<file path="config.mk">
export PLATFORM = sky130hd
export DESIGN_NAME = data_bus_arbiter_flat
export DESIGN_NICKNAME = d
export VERILOG_FILES = /design/src/rtl/data_bus_arbiter_if.sv /design/src/rtl/data_bus_arbiter.sv /design/src/flat_wrapper.sv
export SDC_FILE = /design/constraint.sdc
export NUM_CORES = 1
export LEC_CHECK = 0
export BUFFER_PORTS_ARGS = -buffer_cell sky130_fd_sc_hd__buf_4
export CORE_AREA = 10 10 113 115
export CTS_CLUSTER_SIZE = 40
export DETAILED_ROUTE_END_ITERATION = 8
export DIE_AREA = 0 0 123 125
export PLACE_DENSITY_LB_ADDON = 0.3
export SETUP_SLACK_MARGIN = 0.15
export SLEW_MARGIN = 10
export SYNTH_ARGS = -nofsm -noshare
export SYNTH_HDL_FRONTEND = slang
export SYNTH_SLANG_ARGS = --single-unit
</file>
<file path="constraint.sdc">
create_clock -name clk -period 1.6 [get_ports clk]
set_input_delay 0.08 -clock clk [delete_from_list [all_inputs] [get_ports clk]]
set_output_delay 0.08 -clock clk [all_outputs]
set_load 0.1 [all_outputs]
</file>
<file path="src/rtl/data_bus_arbiter_if.sv">
// data_bus_arbiter_if: two requesting masters plus the shared data-memory port.
// The slave modport is the arbiter's view; master is the view of the masters and memory.
interface data_bus_arbiter_if #(
    parameter int ADDR_WIDTH = 30,
    parameter int DATA_WIDTH = 32,
    parameter int NB_COL     = DATA_WIDTH / 8
);
    logic                  m0_req, m1_req;
    logic [ADDR_WIDTH-1:0] m0_addr, m1_addr;
    logic [NB_COL-1:0]     m0_wbe, m1_wbe;
    logic [DATA_WIDTH-1:0] m0_wdata, m1_wdata;
    logic                  m0_gnt, m1_gnt;
    logic                  m0_rvalid, m1_rvalid;
    logic [DATA_WIDTH-1:0] m0_rdata, m1_rdata;
    logic                  mem_ce;
    logic [NB_COL-1:0]     mem_wbe;
    logic [ADDR_WIDTH-1:0] mem_addr;
    logic [DATA_WIDTH-1:0] mem_wdata;
    logic [DATA_WIDTH-1:0] mem_rdata;
    logic [7:0]            hold_cnt;
    logic [1:0]            owner;

    modport slave (
        input  m0_req, m1_req, m0_addr, m1_addr, m0_wbe, m1_wbe, m0_wdata, m1_wdata, mem_rdata,
        output m0_gnt, m1_gnt, m0_rvalid, m1_rvalid, m0_rdata, m1_rdata,
               mem_ce, mem_wbe, mem_addr, mem_wdata, hold_cnt, owner
    );

    modport master (
        output m0_req, m1_req, m0_addr, m1_addr, m0_wbe, m1_wbe, m0_wdata, m1_wdata, mem_rdata,
        input  m0_gnt, m1_gnt, m0_rvalid, m1_rvalid, m0_rdata, m1_rdata,
               mem_ce, mem_wbe, mem_addr, mem_wdata, hold_cnt, owner
    );
endinterface

</file>
<file path="src/rtl/data_bus_arbiter.sv">
// data_bus_arbiter: fixed-priority two-master data-memory arbiter; master 0 wins unless
// master 1 has waited through MAX_HOLD consecutive master-0 grants.
module data_bus_arbiter #(
    parameter int ADDR_WIDTH = 30,
    parameter int DATA_WIDTH = 32,
    parameter int NB_COL     = DATA_WIDTH / 8,
    parameter int MAX_HOLD   = 8
) (
    input logic               clk,
    input logic               rst,
    data_bus_arbiter_if.slave bus
);
    typedef enum logic [1:0] {IDLE = 2'd0, M0 = 2'd1, M1 = 2'd2} owner_e;

    owner_e                owner_q, owner_d;
    logic [7:0]            hold_q, hold_d;
    logic [1:0]            rd_pend_q, rd_pend_d;
    logic                  force1, gnt0, gnt1;
    logic [ADDR_WIDTH-1:0] addr;
    logic [NB_COL-1:0]     wbe;
    logic [DATA_WIDTH-1:0] wdata;

    // Grants are masked by rst so nothing reaches memory while reset is held.
    always_comb begin
        force1    = bus.m1_req && (hold_q >= 8'(MAX_HOLD));
        gnt1      = !rst && bus.m1_req && (!bus.m0_req || force1);
        gnt0      = !rst && bus.m0_req && !gnt1;
        addr      = gnt0 ? bus.m0_addr : gnt1 ? bus.m1_addr : '0;
        wbe       = gnt0 ? bus.m0_wbe : gnt1 ? bus.m1_wbe : '0;
        wdata     = gnt0 ? bus.m0_wdata : gnt1 ? bus.m1_wdata : '0;
        owner_d   = gnt0 ? M0 : gnt1 ? M1 : IDLE;
        hold_d    = (gnt1 || !bus.m1_req) ? 8'd0 :
                    (gnt0 && hold_q != 8'hFF) ? hold_q + 8'd1 : hold_q;
        rd_pend_d = {gnt1 && bus.m1_wbe == '0, gnt0 && bus.m0_wbe == '0};
    end

    always_ff @(posedge clk or posedge rst) begin
        if (rst) begin
            owner_q   <= IDLE;
            hold_q    <= '0;
            rd_pend_q <= '0;
        end else begin
            owner_q   <= owner_d;
            hold_q    <= hold_d;
            rd_pend_q <= rd_pend_d;
        end
    end

    assign bus.m0_gnt    = gnt0;
    assign bus.m1_gnt    = gnt1;
    assign bus.mem_ce    = gnt0 | gnt1;
    assign bus.mem_addr  = addr;
    assign bus.mem_wbe   = wbe;
    assign bus.mem_wdata = wdata;
    assign bus.m0_rvalid = rd_pend_q[0];
    assign bus.m1_rvalid = rd_pend_q[1];
    assign bus.m0_rdata  = bus.mem_rdata;
    assign bus.m1_rdata  = bus.mem_rdata;
    assign bus.hold_cnt  = hold_q;
    assign bus.owner     = owner_q;
endmodule

</file>
<file path="src/flat_wrapper.sv">
// flat-port wrapper written by rule: the top's interface ports become plain ports
module data_bus_arbiter_flat 
#(
    parameter int ADDR_WIDTH = 30,
    parameter int DATA_WIDTH = 32,
    parameter int NB_COL     = DATA_WIDTH / 8,
    parameter int MAX_HOLD   = 8
)
  (clk, rst, bus_m0_req, bus_m1_req, bus_m0_addr, bus_m1_addr, bus_m0_wbe, bus_m1_wbe, bus_m0_wdata, bus_m1_wdata, bus_mem_rdata, bus_m0_gnt, bus_m1_gnt, bus_m0_rvalid, bus_m1_rvalid, bus_m0_rdata, bus_m1_rdata, bus_mem_ce, bus_mem_wbe, bus_mem_addr, bus_mem_wdata, bus_hold_cnt, bus_owner);
  data_bus_arbiter_if #(.ADDR_WIDTH(ADDR_WIDTH), .DATA_WIDTH(DATA_WIDTH), .NB_COL(NB_COL)) bus_i ();
  input logic clk;
  input logic rst;
  input wire logic [$bits(bus_i.m0_req)-1:0] bus_m0_req;
  input wire logic [$bits(bus_i.m1_req)-1:0] bus_m1_req;
  input wire logic [$bits(bus_i.m0_addr)-1:0] bus_m0_addr;
  input wire logic [$bits(bus_i.m1_addr)-1:0] bus_m1_addr;
  input wire logic [$bits(bus_i.m0_wbe)-1:0] bus_m0_wbe;
  input wire logic [$bits(bus_i.m1_wbe)-1:0] bus_m1_wbe;
  input wire logic [$bits(bus_i.m0_wdata)-1:0] bus_m0_wdata;
  input wire logic [$bits(bus_i.m1_wdata)-1:0] bus_m1_wdata;
  input wire logic [$bits(bus_i.mem_rdata)-1:0] bus_mem_rdata;
  output wire logic [$bits(bus_i.m0_gnt)-1:0] bus_m0_gnt;
  output wire logic [$bits(bus_i.m1_gnt)-1:0] bus_m1_gnt;
  output wire logic [$bits(bus_i.m0_rvalid)-1:0] bus_m0_rvalid;
  output wire logic [$bits(bus_i.m1_rvalid)-1:0] bus_m1_rvalid;
  output wire logic [$bits(bus_i.m0_rdata)-1:0] bus_m0_rdata;
  output wire logic [$bits(bus_i.m1_rdata)-1:0] bus_m1_rdata;
  output wire logic [$bits(bus_i.mem_ce)-1:0] bus_mem_ce;
  output wire logic [$bits(bus_i.mem_wbe)-1:0] bus_mem_wbe;
  output wire logic [$bits(bus_i.mem_addr)-1:0] bus_mem_addr;
  output wire logic [$bits(bus_i.mem_wdata)-1:0] bus_mem_wdata;
  output wire logic [$bits(bus_i.hold_cnt)-1:0] bus_hold_cnt;
  output wire logic [$bits(bus_i.owner)-1:0] bus_owner;
  assign bus_i.m0_req = bus_m0_req;
  assign bus_i.m1_req = bus_m1_req;
  assign bus_i.m0_addr = bus_m0_addr;
  assign bus_i.m1_addr = bus_m1_addr;
  assign bus_i.m0_wbe = bus_m0_wbe;
  assign bus_i.m1_wbe = bus_m1_wbe;
  assign bus_i.m0_wdata = bus_m0_wdata;
  assign bus_i.m1_wdata = bus_m1_wdata;
  assign bus_i.mem_rdata = bus_mem_rdata;
  assign bus_m0_gnt = bus_i.m0_gnt;
  assign bus_m1_gnt = bus_i.m1_gnt;
  assign bus_m0_rvalid = bus_i.m0_rvalid;
  assign bus_m1_rvalid = bus_i.m1_rvalid;
  assign bus_m0_rdata = bus_i.m0_rdata;
  assign bus_m1_rdata = bus_i.m1_rdata;
  assign bus_mem_ce = bus_i.mem_ce;
  assign bus_mem_wbe = bus_i.mem_wbe;
  assign bus_mem_addr = bus_i.mem_addr;
  assign bus_mem_wdata = bus_i.mem_wdata;
  assign bus_hold_cnt = bus_i.hold_cnt;
  assign bus_owner = bus_i.owner;
  data_bus_arbiter #(.ADDR_WIDTH(ADDR_WIDTH), .DATA_WIDTH(DATA_WIDTH), .NB_COL(NB_COL), .MAX_HOLD(MAX_HOLD)) u_core (.clk(clk), .rst(rst), .bus(bus_i));
endmodule
</file>
Yosys cells after proc, flatten, opt, wreduce, memory -nomap -nowiden
Index checks and enable logic that the tools add are counted.

Output and inout bits: 145. Logic and storage cells: 34. Register bits after elaboration: 12.

Mux-type cells: 10. Bitwise operators: 1. $add $sub $neg: 1. Reductions and logical operators: 17. Magnitude comparators: 1. Equality and inequality tests: 1.

Operators by type and width (count): 2-to-1 mux 32 bit (2); 2-to-1 mux 30 bit (2); 2-to-1 mux 8 bit (2); adder 8 x 1 -> 8 bit (second input constant) (1); greater-or-equal comparator 8 x 4 -> 1 bit (second input constant) (1); logical AND 1 bit (8); logical NOT 4 bit (2); 2-to-1 mux 4 bit (2); != test 8 bit (second input constant) (1); logical NOT 1 bit (4); 2-to-1 mux 2 bit (2); logical OR 1 bit (2); nonzero test 2 bit (1); bitwise OR 1 bit (1).

Depth between registers and ports, before layout
Depth after elaboration: 9. Gate-level depth with buffers: 5. Gate-level depth less buffers: 4.

Worst setup path after synthesis
OpenSTA, ideal clock, no wires.

Path type: register to output. Start point: register u_core.hold_q[5], in the netlist u_core.bus.hold_cnt[5]. End point: output bus_mem_wbe[2]. Stages on the path, launching flop included: 5. Buffers on the path: 1. Path slack: -2712 ps. Arrival: 4232 ps. Cell sequence: dfrtp_1 or4_4 o21a_1 buf_2 o21ai_0.

Cells in the longest elaborated chain, start to end: 7.

Ends and longest elaborated chain: start: declaration (line data_bus_arbiter.sv:16) `logic [7:0] hold_q, hold_d;`; start signal: assignment (line data_bus_arbiter.sv:44) `hold_q <= hold_d;`; greater-or-equal comparator 8 x 4 -> 1 bit (*) (line data_bus_arbiter.sv:25) `force1 = bus.m1_req && (hold_q >= 8'(MAX_HOLD));`; logical AND 1 bit (*) (line data_bus_arbiter.sv:25); logical OR 1 bit (*) (line data_bus_arbiter.sv:26) `gnt1 = !rst && bus.m1_req && (!bus.m0_req || force1);`; logical AND 1 bit (*) (line data_bus_arbiter.sv:26); via bus_m1_gnt (line flat_wrapper.sv:23) `output wire logic [$bits(bus_i.m1_gnt)-1:0] bus_m1_gnt;`; logical NOT 1 bit (line data_bus_arbiter.sv:27) `gnt0 = !rst && bus.m0_req && !gnt1;`; logical AND 1 bit (line data_bus_arbiter.sv:27); 2-to-1 mux 4 bit (*) (line data_bus_arbiter.sv:29) `wbe = gnt0 ? bus.m0_wbe : gnt1 ? bus.m1_wbe : '0;`; end: declaration (line flat_wrapper.sv:29) `output wire logic [$bits(bus_i.mem_wbe)-1:0] bus_mem_wbe;`.

The timed path passes the listed nets; every way through them passes the cells marked *.

Worst setup path in the final report
Start point: register u_core.hold_q[3], in the netlist u_core.bus.hold_cnt[3]. End point: output bus_mem_addr[0].

Cells in the longest elaborated chain, start to end: 7.

Ends and longest elaborated chain: greater-or-equal comparator 8 x 4 -> 1 bit (*) (line data_bus_arbiter.sv:25); logical AND 1 bit (*) (line data_bus_arbiter.sv:25); logical OR 1 bit (*) (line data_bus_arbiter.sv:26); logical AND 1 bit (*) (line data_bus_arbiter.sv:26); logical NOT 1 bit (line data_bus_arbiter.sv:27); logical AND 1 bit (line data_bus_arbiter.sv:27); 2-to-1 mux 30 bit (*) (line data_bus_arbiter.sv:28) `addr = gnt0 ? bus.m0_addr : gnt1 ? bus.m1_addr : '0;`; end: declaration (line flat_wrapper.sv:30) `output wire logic [$bits(bus_i.mem_addr)-1:0] bus_mem_addr;`.

Mark *: on every way between the ends. The rest lies on a longest branch, timed or not.

==> reports/results.tsv <==
metric	value	unit
status	finished, violations left	
violations	setup timing	
clkPwrFrac	0.126	
synthCells	214	
worstSetupEndpointType	output port	
cp-start-kind	flop	
cts_made_buffers	3	
slowest_delay	580	ps
cp.required	1520	ps
syn_to_final_growth	170.6	%
finalNonFillerCells	517	
insertion_delay	240	ps
die_w	123	um
synthesis.area	0.001873	mm2
worst_pin_slew	479.5	ps
hp-class	input pin to flop	
core	0.01060	mm2
rsz0062_at_grt	yes	
drt_wl_total	12.51	mm
critPathKind	flop to output port	
total_power	2.651	mW
async_flop_share	1.000	
fin_util	0.4781	
grt_pass1_wl	17.58	mm
fin_nets	548	
clockRootBuffer	clkbuf_8	
io_pins	313	
switching_share	0.4845	
drv_slew	0	
power_switching	1.284	mW
crit_family	simple AND/OR/NAND/NOR gates	
critPathBufInv	3	
cts_tree	yes	
arrival	2230	ps
drtPass1Iterations	4	
fin_area	0.005069	mm2
routedWlPerCell	24.20	um
hpwl	9.644	mm
cp_max_fo	10	
period_share	1.443	
rows	38	
final_antenna_net_count	0	
antenna_found_initial	1	
fin_ws	-709.5	ps
seq_power_share	0.118	
layout-drive-gt1-share	0.8833	
power.leakage	2.197	nW
vias	2472	
route.detailed.drc	0	
grt_use_total	0.1454	
synth.distinct_cells	30	
crit_slowest_cell	or4_4	
synth_warnings	0	
place.gp.congestion	0.7923	
maxSlewHeadroom	0.6800	
mostFrequentLayoutCells	158 x buf_4, 73 x buf_12, 53 x a32o_4	
die_area	0.01538	mm2
detail_route.iter0.violations	97	
grt_pass1_vias	2882	
overflow	0	
cts_max_path_buffers	2	
ys_seq_elements	12	
finalClockSkew	2.082	ps
yosysSeqAreaShare	0.1603	
clock-sinks	12	
start_util	0.1767	
vdd_drop_max	282.8	uV
finalHoldViolCount	0	
n_antenna_cell	0	
viasPerCell	4.781	
die_h	125	um
final_common_cell	buf_4	
clkTransAtPathRegs	50	ps
period_needed	2310	ps
h-tree-depth	1	
synth-edff-count	0	
setup_violations	80	
max_clock_freq	0.4330	GHz
dpl.cell_count	502	
power.density	522.9	mW/mm2
postSynthAreaPerCell	8.753	um2
synth_ff_type	dfrtp_1	
max_cap_violations	0	
path_cells	or4_4 -> o21ai_4 -> buf_6 -> clkbuf_16 -> a32o_4 -> buf_12	
port_buffers	216	
syn_nets	384	
placed_area	0.003924	mm2
grt_start_max_net_pins	50	
p_int	1.366	mW
combPwrFrac	0.756	
kinds of logic (layout without fill, tap and decap cells):
family                     Yosys count  after routing  synth area share
buffers and inverters               89            252            0.3293
AOI/OAI and AO/OA                   81             81            0.4088
and+or+nand+nor                     30             30           0.08818
DFF                                 12             12            0.1603
adders and majority gates            2              2           0.01336
power by group through the flow:
stage	combinational (mW)	clock [mW]	sequential, mW
2_1_floorplan	1.85	0	0.351
3_3_place_gp	1.63	0	0.318
3_5_place_dp	1.64	0	0.318
4_1_cts	1.98	0.344	0.312
5_1_grt	2.06	0.360	0.313
6_report	2.00	0.333	0.312
registers in the layout, summed over array words and instances, names as in the netlist:
name and flops:
u_core.bus.hold_cnt 8, u_core.bus.owner 2, u_core.rd_pend_q 2
area by class of cell:
type / count / area, um2
fillers: 960 / 5534
repair buffers: 245 / 2885
multi-input cells: 113 / 1628
flip-flops and latches: 12 / 314.1
well taps: 140 / 175.2
clock buffers: 4 / 55.05
inverters: 3 / 11.26
worst paths after layout:
kind | startpoint | endpoint | slack [ps] | cells past startpoint
min in group asynchronous | rst | u_core.bus.hold_cnt[3] | 470 | 3
min reg2reg | u_core.bus.hold_cnt[2] | u_core.bus.hold_cnt[2] | 650 | 2
max reg2reg | u_core.bus.hold_cnt[3] | u_core.bus.hold_cnt[1] | -430 | 7
max | u_core.bus.hold_cnt[3] | bus_mem_addr[0] | -710 | 6
min | bus_m1_req | u_core.bus.hold_cnt[0] | 120 | 2
max in group asynchronous | rst | u_core.bus.hold_cnt[5] | 770 | 3
layer usage:
| metal | vias to the layer above | share of wire | GRT usage |
|---|---|---|---|
| met5 | - | 0.0010 | 0 |
| met4 | 2 | 0.029 | 0.05346 |
| met3 | 33 | 0.085 | 0.04860 |
| met2 | 125 | 0.55 | 0.2754 |
| met1 | 1188 | 0.33 | 0.1402 |
| li1 | 1124 | - | - |
Yosys cell counts, types with 2 or more instances:
library cell	count	area, um2
buf_4	68	510.5
a32o_1	65	650.6
dfrtp_1	12	300.3
clkbuf_1	11	41.29
nor2_1	7	26.28
and2_1	6	37.54
a21oi_1	4	20.02
buf_2	4	20.02
nand2_1	4	15.01
buf_6	3	33.78
inv_1	3	11.26
a41oi_1	2	17.52
and3_1	2	12.51
ha_1	2	25.02
nand3_1	2	10.01
nand4_1	2	12.51
nor2b_1	2	12.51
nor4_1	2	12.51
o211ai_1	2	15.01
timing repair:
| action | CTS | global route |
|---|---|---|
| setup endpoints to repair | 80 | 80 |
| endpoints found under the hold margin | 12 | 0 |
| pin swaps | 4 | 7 |
| gates cloned | 2 | 3 |
| gates resized for setup | 218 | 6 |
| hold buffers | 1 | 0 |
| buffers inserted | 4 | 1 |
through the flow:
| step | setup slack, ps | TNS [ps] | hold WS (ps) |
|---|---|---|---|
| final | -709.5 | -50740 | 123.9 |
| after global routing | -758.4 | -54330 | 126.6 |
| after CTS | -764.1 | -52630 | 122.8 |
| after detailed placement | -521.3 | -35100 | 161.0 |
| after global placement | -528.3 | -34650 | 161.0 |
| after floorplan | -680.5 | -42410 | -55.60 |
Note: power is estimated with default switching activity, not from simulation.
